<file path="src/rtl/crc_pkg.sv">
// rtl/crc_pkg.sv - shared CRC-8 framing types and constants for tx and check sides
package crc_pkg;

  localparam logic [7:0] CRC8_POLY_DEFAULT = 8'h55;
  localparam int         DATA_W_DEFAULT    = 64;
  localparam int         CRC_W             = 8;
  localparam int         FRAME_LEN         = DATA_W_DEFAULT + CRC_W;

  typedef enum logic [1:0] {
    ST_IDLE = 2'd0,
    ST_DATA = 2'd1,
    ST_CRC  = 2'd2,
    ST_DONE = 2'd3
  } tx_state_e;

endpackage

</file>
<file path="src/rtl/crc8_step.sv">
// rtl/crc8_step.sv - one serial step of an MSB-first CRC-8 LFSR
module crc8_step
  import crc_pkg::*;
#(
  parameter logic [7:0] POLY = CRC8_POLY_DEFAULT
) (
  input  logic [7:0] crc_in,
  input  logic       bit_in,
  output logic [7:0] crc_next
);

  logic fb;

  // Feedback is the outgoing CRC MSB folded with the incoming message bit
  always_comb begin
    fb       = crc_in[7] ^ bit_in;
    crc_next = {crc_in[6:0], 1'b0} ^ (fb ? POLY : 8'h00);
  end

endmodule

</file>
<file path="src/rtl/crc_frame_tx.sv">
// rtl/crc_frame_tx.sv - serialises a payload MSB first followed by its CRC-8 (optional CRC_FRAME_TX_STALL_EN)
module crc_frame_tx
  import crc_pkg::*;
#(
  parameter logic [7:0] POLY   = CRC8_POLY_DEFAULT,
  parameter int         DATA_W = DATA_W_DEFAULT
) (
  input  logic              clk,
  input  logic              rst,
  input  logic [DATA_W-1:0] data_in,
  input  logic              in_valid,
  output logic              in_ready,
  output logic              tx_bit,
  output logic              tx_valid,
  output logic              tx_last,
`ifdef CRC_FRAME_TX_STALL_EN
  input  logic              tx_ready,
`endif
  output logic [7:0]        crc_out,
  output logic              done
);

  localparam int CNT_W = $clog2(DATA_W + CRC_W);

  tx_state_e         state, state_nxt;
  logic [DATA_W-1:0] shreg;
  logic [7:0]        crc_reg;
  logic [7:0]        crc_step_nxt;
  logic [CNT_W-1:0]  bit_cnt;
  logic              accept;
  logic              xfer;
  logic              data_end;
  logic              crc_end;

`ifdef CRC_FRAME_TX_STALL_EN
  assign xfer = tx_valid && tx_ready;
`else
  assign xfer = tx_valid;
`endif

  assign accept   = in_valid && in_ready;
  assign data_end = (state == ST_DATA) && xfer && (bit_cnt == CNT_W'(DATA_W - 1));
  assign crc_end  = (state == ST_CRC)  && xfer && (bit_cnt == CNT_W'(CRC_W - 1));

  crc8_step #(.POLY(POLY)) u_step (
    .crc_in   (crc_reg),
    .bit_in   (shreg[DATA_W-1]),
    .crc_next (crc_step_nxt)
  );

  // State register
  always_ff @(posedge clk) begin
    if (rst) state <= ST_IDLE;
    else     state <= state_nxt;
  end

  // Next-state: payload bits, then CRC bits, then a single done cycle
  always_comb begin
    state_nxt = state;
    case (state)
      ST_IDLE: if (accept)   state_nxt = ST_DATA;
      ST_DATA: if (data_end) state_nxt = ST_CRC;
      ST_CRC:  if (crc_end)  state_nxt = ST_DONE;
      ST_DONE:               state_nxt = ST_IDLE;
      default:               state_nxt = ST_IDLE;
    endcase
  end

  // Outputs decoded from state; serial outputs are forced low when not valid
  always_comb begin
    in_ready = 1'b0;
    tx_valid = 1'b0;
    tx_bit   = 1'b0;
    tx_last  = 1'b0;
    done     = 1'b0;
    case (state)
      ST_IDLE: in_ready = 1'b1;
      ST_DATA: begin
        tx_valid = 1'b1;
        tx_bit   = shreg[DATA_W-1];
      end
      ST_CRC: begin
        tx_valid = 1'b1;
        tx_bit   = crc_reg[7];
        tx_last  = (bit_cnt == CNT_W'(CRC_W - 1));
      end
      ST_DONE: done = 1'b1;
      default: ;
    endcase
  end

  // Datapath: everything advances only on a transferred bit, so a stall freezes it
  always_ff @(posedge clk) begin
    if (rst) begin
      shreg   <= '0;
      crc_reg <= '0;
      bit_cnt <= '0;
      crc_out <= '0;
    end else begin
      case (state)
        ST_IDLE: begin
          if (accept) begin
            shreg   <= data_in;
            crc_reg <= '0;
            bit_cnt <= '0;
          end
        end
        ST_DATA: begin
          if (xfer) begin
            shreg   <= {shreg[DATA_W-2:0], 1'b0};
            crc_reg <= crc_step_nxt;
            if (data_end) begin
              bit_cnt <= '0;
              crc_out <= crc_step_nxt;
            end else begin
              bit_cnt <= bit_cnt + 1'b1;
            end
          end
        end
        ST_CRC: begin
          if (xfer) begin
            crc_reg <= {crc_reg[6:0], 1'b0};
            bit_cnt <= crc_end ? '0 : bit_cnt + 1'b1;
          end
        end
        default: ;
      endcase
    end
  end

endmodule

</file>
<file path="config.mk">
export PLATFORM = sky130hd
export DESIGN_NAME = crc_frame_tx
export DESIGN_NICKNAME = d
export VERILOG_FILES = /design/src/rtl/crc_pkg.sv /design/src/rtl/crc8_step.sv /design/src/rtl/crc_frame_tx.sv
export SDC_FILE = /design/constraint.sdc
export NUM_CORES = 1
export LEC_CHECK = 0
export BUFFER_PORTS_ARGS = -buffer_cell sky130_fd_sc_hd__buf_2
export CORE_UTILIZATION = 55
export DETAILED_ROUTE_END_ITERATION = 8
export PLACE_DENSITY = 0.85
export SLEW_MARGIN = 10
export SYNTH_ARGS = -nofsm -noshare
export SYNTH_HDL_FRONTEND = slang
export SYNTH_SLANG_ARGS = --single-unit
</file>
<file path="constraint.sdc">
create_clock -name clk -period 2.7 [get_ports clk]
set_input_delay 0.405 -clock clk [delete_from_list [all_inputs] [get_ports clk]]
set_output_delay 0.405 -clock clk [all_outputs]
set_load 0.01 [all_outputs]
</file>
Yosys cells after proc, flatten, opt, wreduce, memory -nomap -nowiden
Index checks and enable logic that the tools add are counted.
{"block": "classes", "addsub": 1, "eq_ne": 10, "mux": 23, "bitwise_logic": 2, "n_reduce_logical": 13}
{"cell": "$mux 64", "count": 2}
{"cell": "$pmux 64 s2", "count": 1}
{"cell": "$mux 7", "count": 6}
{"cell": "$mux 8", "count": 3}
{"cell": "$pmux 8 s3", "count": 1}
{"cell": "$pmux 7 s3", "count": 1}
{"cell": "$ne 2x2->1 const B", "count": 5}
{"cell": "$reduce_and 3->1", "count": 3}
{"cell": "$pmux 2 s4", "count": 1}
{"cell": "$xor 8x8->8", "count": 1}
{"cell": "$add 7x1->7 const B", "count": 1}
{"cell": "$eq 7x3->1 const B", "count": 1}
{"cell": "$eq 7x6->1 const B", "count": 1}
{"cell": "$mux 2", "count": 3}
{"cell": "$logic_and 1x1->1", "count": 5}
{"cell": "$eq 2x2->1 const B", "count": 2}
{"cell": "$mux 1", "count": 4}
{"cell": "$reduce_and 4->1", "count": 1}
{"cell": "$reduce_bool 3->1", "count": 1}
{"cell": "$eq 2x1->1 const B", "count": 1}
{"cell": "$logic_not 2->1", "count": 1}
{"cell": "$pmux 1 s2", "count": 1}
{"cell": "$reduce_bool 2->1", "count": 1}
{"cell": "$reduce_or 2->1", "count": 1}
{"cell": "$xor 1x1->1", "count": 1}
{"block": "totals", "register_bits": 89, "input_bits": 67, "out_inout_bits": 13}

Logic depth before layout (Yosys ltp)
Gate-level depths: netlist (run 1).
{"block": "depth", "depth_word": 8, "mapped_depth": 9, "ltp_nobuf": 6}

Cells and area by module
From an unflattened synthesis (run 1), not the netlist that was laid out.
{"block": "unflattened", "cells_unflattened": 441, "area_unflattened_um2": 4167.7}
{"mod": "crc_frame_tx", "instances": 1, "cells_per_inst": 431, "area_each_um2": 4045.1}
{"mod": "crc8_step", "instances": 1, "cells_per_inst": 10, "area_each_um2": 122.6}

Least setup slack after synthesis (run 1)
Ideal clock, no wire load.
{"block": "synth_timing", "kind": "flip-flop to flip-flop", "start": "reg state[1]", "end": "reg crc_reg[3]", "setup_time_ns": 0.128, "t_arrival_ns": 1.983, "slack_ns": 0.590, "stages_incl_launch_ff": 10, "n_path_buf": 3, "path_cell_list": "dfxtp_1 -> inv_1 -> ha_1 -> clkbuf_1 -> nor2b_1 -> or3_1 -> clkbuf_1 -> clkbuf_1 -> a22oi_1 -> nor2_1"}
{"block": "synth_between", "elab_chain_len": 5, "word_cells_on_any_way": 13}
{"item": "start: declaration", "line": "crc_frame_tx.sv:25", "rtl": "tx_state_e state, state_nxt;"}
{"item": "start signal: assignment", "line": "crc_frame_tx.sv:54", "rtl": "else state <= state_nxt;"}
{"item": "$eq 2x1->1 or $eq 2x2->1 (tied branches)", "line": "crc_frame_tx.sv:76", "rtl": "case (state)"}
{"item": "$reduce_or 2->1 (no line) *"}
{"item": "$mux 1 *", "line": "crc_frame_tx.sv:76"}
{"item": "named net tx_valid", "line": "crc_frame_tx.sv:14", "rtl": "output logic tx_valid,"}
{"item": "$ne 2x2->1 (no line)"}
{"item": "$reduce_and 4->1 (no line) *"}
{"item": "end signal: assignment", "line": "crc_frame_tx.sv:111", "rtl": "crc_reg <= crc_step_nxt;"}
{"item": "end signal: assignment", "line": "crc_frame_tx.sv:122", "rtl": "crc_reg <= {crc_reg[6:0], 1'b0};"}
{"item": "end: declaration", "line": "crc_frame_tx.sv:27", "rtl": "logic [7:0] crc_reg;"}
Mark *: on every way through the listed nets, which the timed path passes. The rest lies on a longest branch.
A chain may end at the register's enable or synchronous reset.

Final worst setup path (run 1)
{"block": "layout_timing", "start": "reg state[0]", "end": "reg crc_reg[0]"}
{"block": "layout_between", "elab_chain_len": 5, "word_cells_on_any_way": 13}
{"item": "$eq 2x1->1 (tied with other cells)", "line": "crc_frame_tx.sv:76, crc_frame_tx.sv:100"}
{"item": "$reduce_or 2->1 (no line) or $mux 1 (tied branches)"}
{"item": "$mux 1 or $logic_and 1x1->1 (tied branches)", "line": "crc_frame_tx.sv:76, crc_frame_tx.sv:41"}
{"item": "$ne 2x2->1 (no line)"}
{"item": "$reduce_and 4->1 (no line)"}
Parallel ways exist; a longest one is shown, timed or not.

==> results of run 1 <==
==> power by group through the flow <==
| stage | combinational (W) | clock [W] | sequential, W |
|---|---|---|---|
| after global placement | 0.00225 | 0 | 0.00190 |
| after global routing | 0.00265 | 0.00100 | 0.00194 |
| after detailed placement | 0.00236 | 0 | 0.00192 |
| after CTS | 0.00237 | 0.000933 | 0.00189 |
| final | 0.00236 | 0.000914 | 0.00189 |
| after floorplan | 0.00194 | 0 | 0.00186 |
==> Yosys cell counts, types with 2 or more instances <==
| cell type | number | area, um^2 |
|---|---|---|
| mux2i_1 | 73 | 731 |
| a211oi_1 | 65 | 488 |
| nor2b_1 | 3 | 18.8 |
| buf_2 | 6 | 30.0 |
| nor3_1 | 2 | 10.0 |
| a31oi_1 | 4 | 25.0 |
| or3_1 | 2 | 12.5 |
| clkbuf_1 | 24 | 90.1 |
| nand2_1 | 12 | 45.0 |
| nand2b_1 | 3 | 18.8 |
| o211ai_1 | 7 | 52.6 |
| nor4_1 | 2 | 12.5 |
| ha_1 | 7 | 87.6 |
| o21a_1 | 3 | 22.5 |
| a22oi_1 | 5 | 37.5 |
| a32o_1 | 3 | 30.0 |
| o2111ai_1 | 4 | 35.0 |
| inv_1 | 5 | 18.8 |
| xnor2_1 | 4 | 35.0 |
| nor2_1 | 84 | 315 |
| nand3_1 | 4 | 20.0 |
| dfxtp_1 | 89 | 1780 |
| a21oi_1 | 5 | 25.0 |
| nand3b_1 | 2 | 15.0 |
| buf_1 | 6 | 22.5 |
==> per-layer routing <==
layer  global-route usage, %  up-vias  share of wire (%)
li1                        -     1703                  -
met5                       0        -                  0
met1                    29.4     1487                 47
met4                    7.45        0                1.5
met2                    38.3       84                 46
met3                    8.39       14                5.8
==> metrics by stage <==
step / power, W / instances / instance area (um^2)
2_1_floorplan: 0.00380 / 433 / 4060
3_3_place_gp: 0.00416 / 580 / 4520
3_5_place_dp: 0.00428 / 580 / 4520
4_1_cts: 0.00520 / 594 / 4710
5_1_grt: 0.00559 / 594 / 4710
6_report: 0.00516 / 594 / 4710
==> final cells by class <==
type                       instances  area (um^2)
inverter                           5         18.8
multi-input combinational        302         2120
clock buffer                      12          155
clock inverter                     2         38.8
sequential                        89         1780
timing repair buffer              88          475
fill                             555         2230
tap                               96          120
==> worst min-delay path by stage <==
stage / from / end / slack [ns]
2_1_floorplan: crc_reg[0] / crc_reg[0] / 0.44
3_3_place_gp: bit_cnt[1] / bit_cnt[1] / 0.46
3_5_place_dp: bit_cnt[1] / bit_cnt[1] / 0.47
4_1_cts: data_in[0] / shreg[0] / 0.32
5_1_grt: data_in[0] / shreg[0] / 0.32
6_report: data_in[0] / shreg[0] / 0.33
==> worst max-delay path, delay by kind of cell (launching register included) <==
family	cells	cell delay, ns
and+or+nand+nor	3	1.07
AOI/OAI and AO/OA	1	0.14
adders and majority gates	1	0.47
buffers and inverters	1	0.13
DFF	1	0.43
==> kinds of logic (layout without fill, tap and decap cells) <==
group,count (synthesis),in the layout
AND/OR/NAND/NOR,119,119
multiplexers,73,73
buffers and inverters,42,107
adder cells (fa/ha/maj),7,7
XOR/XNOR,4,4
AO/OA/AOI/OAI,99,99
flip-flops,89,89
==> metrics.yaml, run 1 <==
port-buffer-count: 79
timing.critical_path.to: "crc_reg[0]"
max-vdd-ir-drop_mv: 0.873
leakagePower_nw: 1.82
clock_power_share_pct: 17.7
critical_path.slowest_cell: "or3_1"
first_global_vias: 3175
crit_path_max_fanout: 17
detailed_place_hpwl_um: 5690
layout_common_cells: "dfxtp_1, nor2_1, buf_2"
setup_violations: 0
capture_instance_of_the_worst_register_to_register_path: "crc_reg[0]"
postCtsSetupRepairBufs: 0
result_of_the_run: "finished, final reports clean"
netlist_instances: 433
synth-seq-cells: 89
synth_compound_area_share_pct: 18.2
final.setup_skew_ns: 0.00819
start_kind: "flip-flop"
drv_cap: 0
async_reset_ff_share_pct: 0
floorplan.die.height_um: 87.9
cts_buffer_depth: 2
synth_simple_gate_area_share_pct: 12.7
synthAdderAreaFrac_pct: 2.16
p_per_area_mw_per_mm2: 1100
placer_congestion_estimate: 0.831
setup.reg_to_reg.worst_slack_ns: 0.39
yosysUniqueCellTypes: 34
depth_of_the_worst_register_to_register_path: 6
detail_route.wl_per_cell_um: 14.0
placement_rows: 30
worst_r2r_startpoint: "state[0]"
dr.pass1.iters: 5
hold_buffer_count_at_cts: 0
synth_xor_xnor_area_share_pct: 0.863
comb_power_share_pct: 45.6
antenna_cells_inserted: 0
place_worst_setup_slack_ns: 0.423
synth_ff_type: "dfxtp_1"
final_wirelength_um: 8330
hold-worst-slack_ns: 0.331
critPathCaptureType: "flip-flop"
crit_path_start: "state[0]"
relSlewSlack_pct: 54.7
core-area_mm2: 0.00694
total_die_area_mm2: 0.00773
critical_path_arrival_ns: 2.59
syn_avg_cell_area_um2: 9.38
count_of_yosys_warnings_during_synthesis: 0
timing_hold_violations_final: 0
period_share_pct: 85.4
grt_first_pass_wirelength_um: 14200
critical_path.max_stage_delay_ns: 0.56
mostFrequentLayoutCell: "dfxtp_1"
root_buffer_cell: "clkbuf_8"
cts_htree_levels: 3
cts_resized: 0
detail_route.iter0.violations: 182
cts.clk_slew.worst_paths_ns: 0.08
pwr-share-seq_pct: 36.7
swShare_pct: 39.7
post_route_cells_drive_above_1_share_pct: 21.3
fin_util_pct: 67.9
number_of_enable_flip_flop_cells_after_synthesis: 0
total_routing_resource_utilization_after_global_routing_pct: 23.6
postRouteAntennaNets: 0
grt_remaining_overflow: 0
synth-seq-area-share_pct: 43.9
critPathRequiredTime_ns: 2.98
fin_nets: 569
die_width_um: 87.9
worst_path_cell_trace: "inv_1 > ha_1 > nor2b_1 > or3_1 > or2_2 > a21oi_1"
grt_antenna_before_repair: 0
worstHoldPathType: "input pin to flip-flop"
synthesis.area_mm2: 0.00406
timing_worst_slew_pin_value_ns: 0.674
switch_pwr_w: 0.00205
remaining_drc_errors: 0
min_period_ns: 2.31
layout_setup_ws_ns: 0.395
slew_viol_final: 0
dominant_combinational_cell_family_by_area_after_synthesis: "compound AO/OA/AOI/OAI gates"
timing.setup.tns_ns: 0
post_synth_mux_area_share_pct: 18.0
dr_total_vias: 3288
crit_path_class: "flip-flop to flip-flop"
cellInternalPower_w: 0.00311
worst_hold_stages: 3
areaGrowthSynthToFinish_pct: 16.1
tritoncts.num_buffers: 9
clock_sink_count: 89
fmax_ghz: 0.434
grt_max_degree: 85
initial_utilization_pct: 58.5
design.portCount: 80
rsz0062_at_grt: "false"
largest_register_ff_count: 64
vias_per_cell: 5.54
syn-num-nets: 507
clock_insertion_delay_worst_skew_ns: 0.36
tritoncts_clock_tree: "built"
Power figures use the tool's default switching activity.
==> run 2: changes to the inputs <==
Settings changed: GPL_TIMING_DRIVEN set to 0.
==> run 2 against run 1 <==
Non-clock buffer count rose by 27. Global-route usage increased by 0.42 points. Via count up 6.1%. Clock skew shrank 0.0010 ns.
==> metrics.yaml, run 2 (synthesis gave the netlist of run 1 again) <==
timing_hold_violations_final: 0
total_routing_resource_utilization_after_global_routing_pct: 24.0
root_buffer_cell: "clkbuf_8"
cts_buffer_depth: 2
cts.clk_slew.worst_paths_ns: 0.08
port-buffer-count: 79
initial_utilization_pct: 58.5
tritoncts_clock_tree: "built"
max-vdd-ir-drop_mv: 0.608
design.portCount: 80
dr.pass1.iters: 4
layout_common_cells: "dfxtp_1, nor2_1, buf_2"
mostFrequentLayoutCell: "dfxtp_1"
postCtsSetupRepairBufs: 0
relSlewSlack_pct: 49.5
tritoncts.num_buffers: 9
p_per_area_mw_per_mm2: 1090
die_width_um: 87.9
result_of_the_run: "finished, final reports clean"
crit_path_max_fanout: 10
detail_route.wl_per_cell_um: 14.3
multiInputGateArea_mm2: 0.00211
fin_nets: 596
critPathRequiredTime_ns: 2.30
setup_violations: 0
final.setup_skew_ns: 0.00717
remaining_drc_errors: 0
timing_worst_slew_pin_value_ns: 0.753
rsz0062_at_grt: "false"
detail_route.iter0.violations: 128
area.sequential_mm2: 0.00178
grt_max_degree: 14
cts_htree_levels: 3
dr_total_vias: 3487
critPathCaptureType: "output port"
total_die_area_mm2: 0.00773
areaGrowthSynthToFinish_pct: 17.0
met3WireLength_um: 532
clock_sink_count: 89
grt_remaining_overflow: 0
postRouteAntennaNets: 0
wirelength_met1_um: 4000
grt_antenna_before_repair: 0
placement_rows: 30
hold_buffer_count_at_cts: 0
antenna_cells_inserted: 0
core-area_mm2: 0.00694
total_power_w: 0.00519
largest_register_ff_count: 64
leakagePower_nw: 1.85
detailed_place_hpwl_um: 6440
fill_cells: 567
clock_insertion_delay_worst_skew_ns: 0.35
period_share_pct: 92.9
post_route_cells_drive_above_1_share_pct: 21.1
met2WireLength_um: 4260
start_kind: "flip-flop"
min_period_ns: 2.51
worstHoldPathType: "input pin to flip-flop"
fmax_ghz: 0.399
placer_congestion_estimate: 0.850
slew_viol_final: 0
critical_path_arrival_ns: 2.10
crit_path_class: "flip-flop to output port"
timing.setup.tns_ns: 0
vias_per_cell: 5.61
first_global_vias: 3175
floorplan.die.height_um: 87.9
grt_first_pass_wirelength_um: 14600
drv_cap: 0
final_wirelength_um: 8910
dr.max_layer_used: "met4"
==> run 2: cell count changes in the layout (fill, tap and decap cells not counted), moves of 2 or more <==
cell      change
buf_1         +6
buf_4         -6
buf_2         +4
clkinv_2      +2
clkbuf_2      +9
clkbuf_1     +15
==> run 2: power breakdown <==
part	switching, W	total [W]	internal, W
combinational	0.00152	0.00250	0.000982
sequential	0.000202	0.00189	0.00169
clock	0.000441	0.000793	0.000353
==> run 2: final cells by class <==
class / instances / share of cell area (%)
buffer: 36 / 3.50
clock buffer: 12 / 3.05
clock inverter: 3 / 0.369
inverter: 5 / 0.395
multi-input combinational: 302 / 44.3
sequential: 89 / 37.5
tap: 96 / 2.53
timing repair buffer: 79 / 8.32
==> run 2: what timing repair did <==
item                       in CTS  in global routing
gates resized for setup         2                 18
setup endpoints to repair       1                 57
cloned                          0                  0
==> run 2: path summary, 6_finish.rpt <==
check | startpoint | endpoint | slack [ns] | cells past startpoint
max | state[1] | tx_bit | 0.19 | 7
min | data_in[0] | shreg[0] | 0.34 | 3
max reg2reg | state[0] | crc_reg[5] | 0.33 | 8
min reg2reg | crc_reg[0] | crc_reg[0] | 0.48 | 2
==> run 2: stage by stage <==
step | worst slack, ns | util (%) | cell area (um^2) | instances | hold slack (ns)
floorplan | 0.590 | - | 4060 | 433 | 0.444
global placement | 0.224 | 65.9 | 4580 | 608 | 0.460
detailed placement | 0.147 | 65.9 | 4580 | 608 | 0.473
CTS | 0.0850 | 68.3 | 4740 | 623 | 0.332
global route | 0.0413 | 68.4 | 4750 | 622 | 0.348
finish | 0.191 | 68.4 | 4750 | 622 | 0.341
==> run 2: metal layers <==
| metal | vias to the layer above | track usage (%) |
|---|---|---|
| met5 | - | 0 |
| met1 | 1619 | 30.8 |
| li1 | 1752 | - |
| met4 | 0 | 7.75 |
| met3 | 9 | 6.31 |
| met2 | 107 | 39.5 |
==> run 2: critical path, cell delays in order, from the launching register on <==
cell and delay [ns]:
dfxtp_1 0.37, inv_1 0.10, ha_1 0.35, buf_4 0.27, buf_4 0.24, a22oi_1 0.09, nor2b_1 0.17, buf_2 0.16
==> run 3: changes to the inputs <==
Settings changed: ABC_AREA set to 1, PLACE_DENSITY 0.85 to 0.84.
==> run 3 against run 2 <==
Clock power grew 9.5%. Final cell count is 20% higher. Worst setup slack better by 0.038 ns. Clock-buffer cell count unchanged. Clock skew fell by 0.00098 ns. Sequential share of layout area shrank 1.1 points. First-iteration DRC count increased by 120%. Wire length is 11% higher. Maximum frequency grew 1.6%. Sequential power rose by 9%. Largest power group unchanged. Non-clock buffer count grew 3.
==> metrics.yaml, run 3 <==
cts_htree_levels: 3
synth_ff_type: "dfxtp_1"
total_routing_resource_utilization_after_global_routing_pct: 25.9
period_share_pct: 91.5
detail_route.iter0.violations: 286
netlist.top_cell.by_area: "dfxtp_1"
p_per_area_mw_per_mm2: 1150
count_of_yosys_warnings_during_synthesis: 0
async_reset_ff_share_pct: 0
areaGrowthSynthToFinish_pct: 17.0
synth_top_cell_area_share_pct: 42.5
remaining_drc_errors: 0
total_die_area_mm2: 0.00797
grt_antenna_before_repair: 0
max-vdd-ir-drop_mv: 0.607
antenna_cells_inserted: 0
synth_top_cells_by_area: "dfxtp_1, nand2_1, o211a_1"
root_buffer_cell: "clkbuf_8"
result_of_the_run: "finished, final reports clean"
detailed_place_hpwl_um: 7070
largest_register_ff_count: 64
initial_utilization_pct: 57.4
crit_path_class: "flip-flop to output port"
first_global_vias: 3599
worstHoldPathType: "input pin to flip-flop"
critical_path.slowest_cell: "ha_1"
slew_viol_final: 0
dr_total_vias: 4042
post-synth-top-count-cell: "nand2_1"
synth-seq-area-share_pct: 42.5
port-buffer-count: 79
post_route_cells_drive_above_1_share_pct: 18.0
crit_path_max_fanout: 8
relSlewSlack_pct: 65.8
netlist_instances: 551
postCtsSetupRepairBufs: 0
min_period_ns: 2.47
rsz0062_at_grt: "false"
cts_resized: 0
drv_cap: 0
start_kind: "flip-flop"
layout_common_cells: "nand2_1, buf_2, dfxtp_1"
worstHoldStart: "rst"
critical_path.max_stage_delay_ns: 0.50
placement_rows: 31
critPathRequiredTime_ns: 2.30
leakagePower_nw: 2.66
synth-seq-cells: 89
tritoncts.num_buffers: 9
syn_avg_cell_area_um2: 7.60
die_width_um: 89.3
worst_path_cell_trace: "inv_1 > ha_1 > inv_1 > o32ai_1 > buf_2"
synthesis.area_mm2: 0.00419
grt_remaining_overflow: 0
number_of_enable_flip_flop_cells_after_synthesis: 0
postRouteAntennaNets: 0
timing_hold_violations_final: 0
tritoncts_clock_tree: "built"
critPathCaptureType: "output port"
mostFrequentLayoutCell: "nand2_1"
crit_path_start: "state[1]"
setup_violations: 0
fin_util_pct: 67.2
synth_commonest_cells: "nand2_1, dfxtp_1, nand3_1, o211a_1, nor2_1"
dr.pass1.iters: 5
fin_nets: 715
vias_per_cell: 5.43
clock_sink_count: 89
critical_path.most_common_cell: "inv_1"
cts.clk_slew.worst_paths_ns: 0.09
final_wirelength_um: 9870
timing_worst_slew_pin_value_ns: 0.514
placer_congestion_estimate: 0.831
cts_buffer_depth: 2
hold_buffer_count_at_cts: 0
core-area_mm2: 0.00729
clock_insertion_delay_worst_skew_ns: 0.35
grt_max_degree: 15
design.portCount: 80
final.setup_skew_ns: 0.00618
detail_route.wl_per_cell_um: 13.2
fmax_ghz: 0.405
yosysUniqueCellTypes: 23
timing.setup.tns_ns: 0
critical_path_arrival_ns: 2.07
floorplan.die.height_um: 89.3
syn-num-nets: 625
grt_first_pass_wirelength_um: 15900
worst_r2r_startpoint: "state[1]"
## run 3: cell count changes in the layout (fill, tap and decap cells not counted), sizes merged, moves of 57 or more
cell	delta
nand2	+167
nand3	+77
mux2i	-73
a211oi	-65
o211a	+62
nor2	-57
## run 3: layer usage
layer  part of all wire, %  GRT usage, %
met1                    46          32.9
met5                     0             0
met3                   5.8          7.57
met2                    47          43.0
met4                   1.6          7.36
## run 3: worst max-delay path, delay by kind of cell, from the launching register on
family                   cells  cell delay (ns)
adder cells (fa/ha/maj)      1             0.50
AO/OA/AOI/OAI                1             0.38
buffers and inverters        3             0.40
flip-flops                   1             0.43
## run 3: kinds of logic (layout without fill, tap and decap cells)
group,after synthesis,count (layout),share of synthesized area [%]
and+or+nand+nor,289,289,28.5
AOI/OAI and AO/OA,99,99,20.1
DFF,89,89,42.5
buffers and inverters,67,162,6.75
adders and majority gates,7,7,2.09
## run 3: final timing paths
path / endpoint / slack (ns) / depth (start not counted)
min reg2reg: crc_out[0] / 0.47 / 2
min: bit_cnt[6] / 0.28 / 2
max reg2reg: shreg[51] / 0.47 / 7
max: tx_bit / 0.23 / 5
## run 3: layout make-up
type                            count  area [um^2]
Clock inverter                      4         26.3
Buffer                             39          175
Clock buffer                       12          165
Tap cell                           99          124
Multi-Input combinational cell    395         2120
Timing Repair Buffer               79          395
Fill cell                         624         2390
Sequential cell                    89         1780
Inverter                           28          108
## run 3: metrics by stage
step           worst slack, ns  area (um^2)  hold slack (ns)  std cells  power [W]
2_1_floorplan            0.884         4190            0.444        551    0.00407
3_3_place_gp             0.590         4710            0.452        729    0.00460
3_5_place_dp             0.505         4710            0.459        729    0.00475
4_1_cts                  0.242         4900            0.268        745    0.00561
5_1_grt                  0.144         4900            0.274        745    0.00603
6_report                 0.229         4900            0.282        745    0.00562
## run 3: where the power goes
part	switching, W	internal, W
clock	0.000459	0.000409
sequential	0.000257	0.00180
combinational	0.00170	0.000995
total	0.00241	0.00321
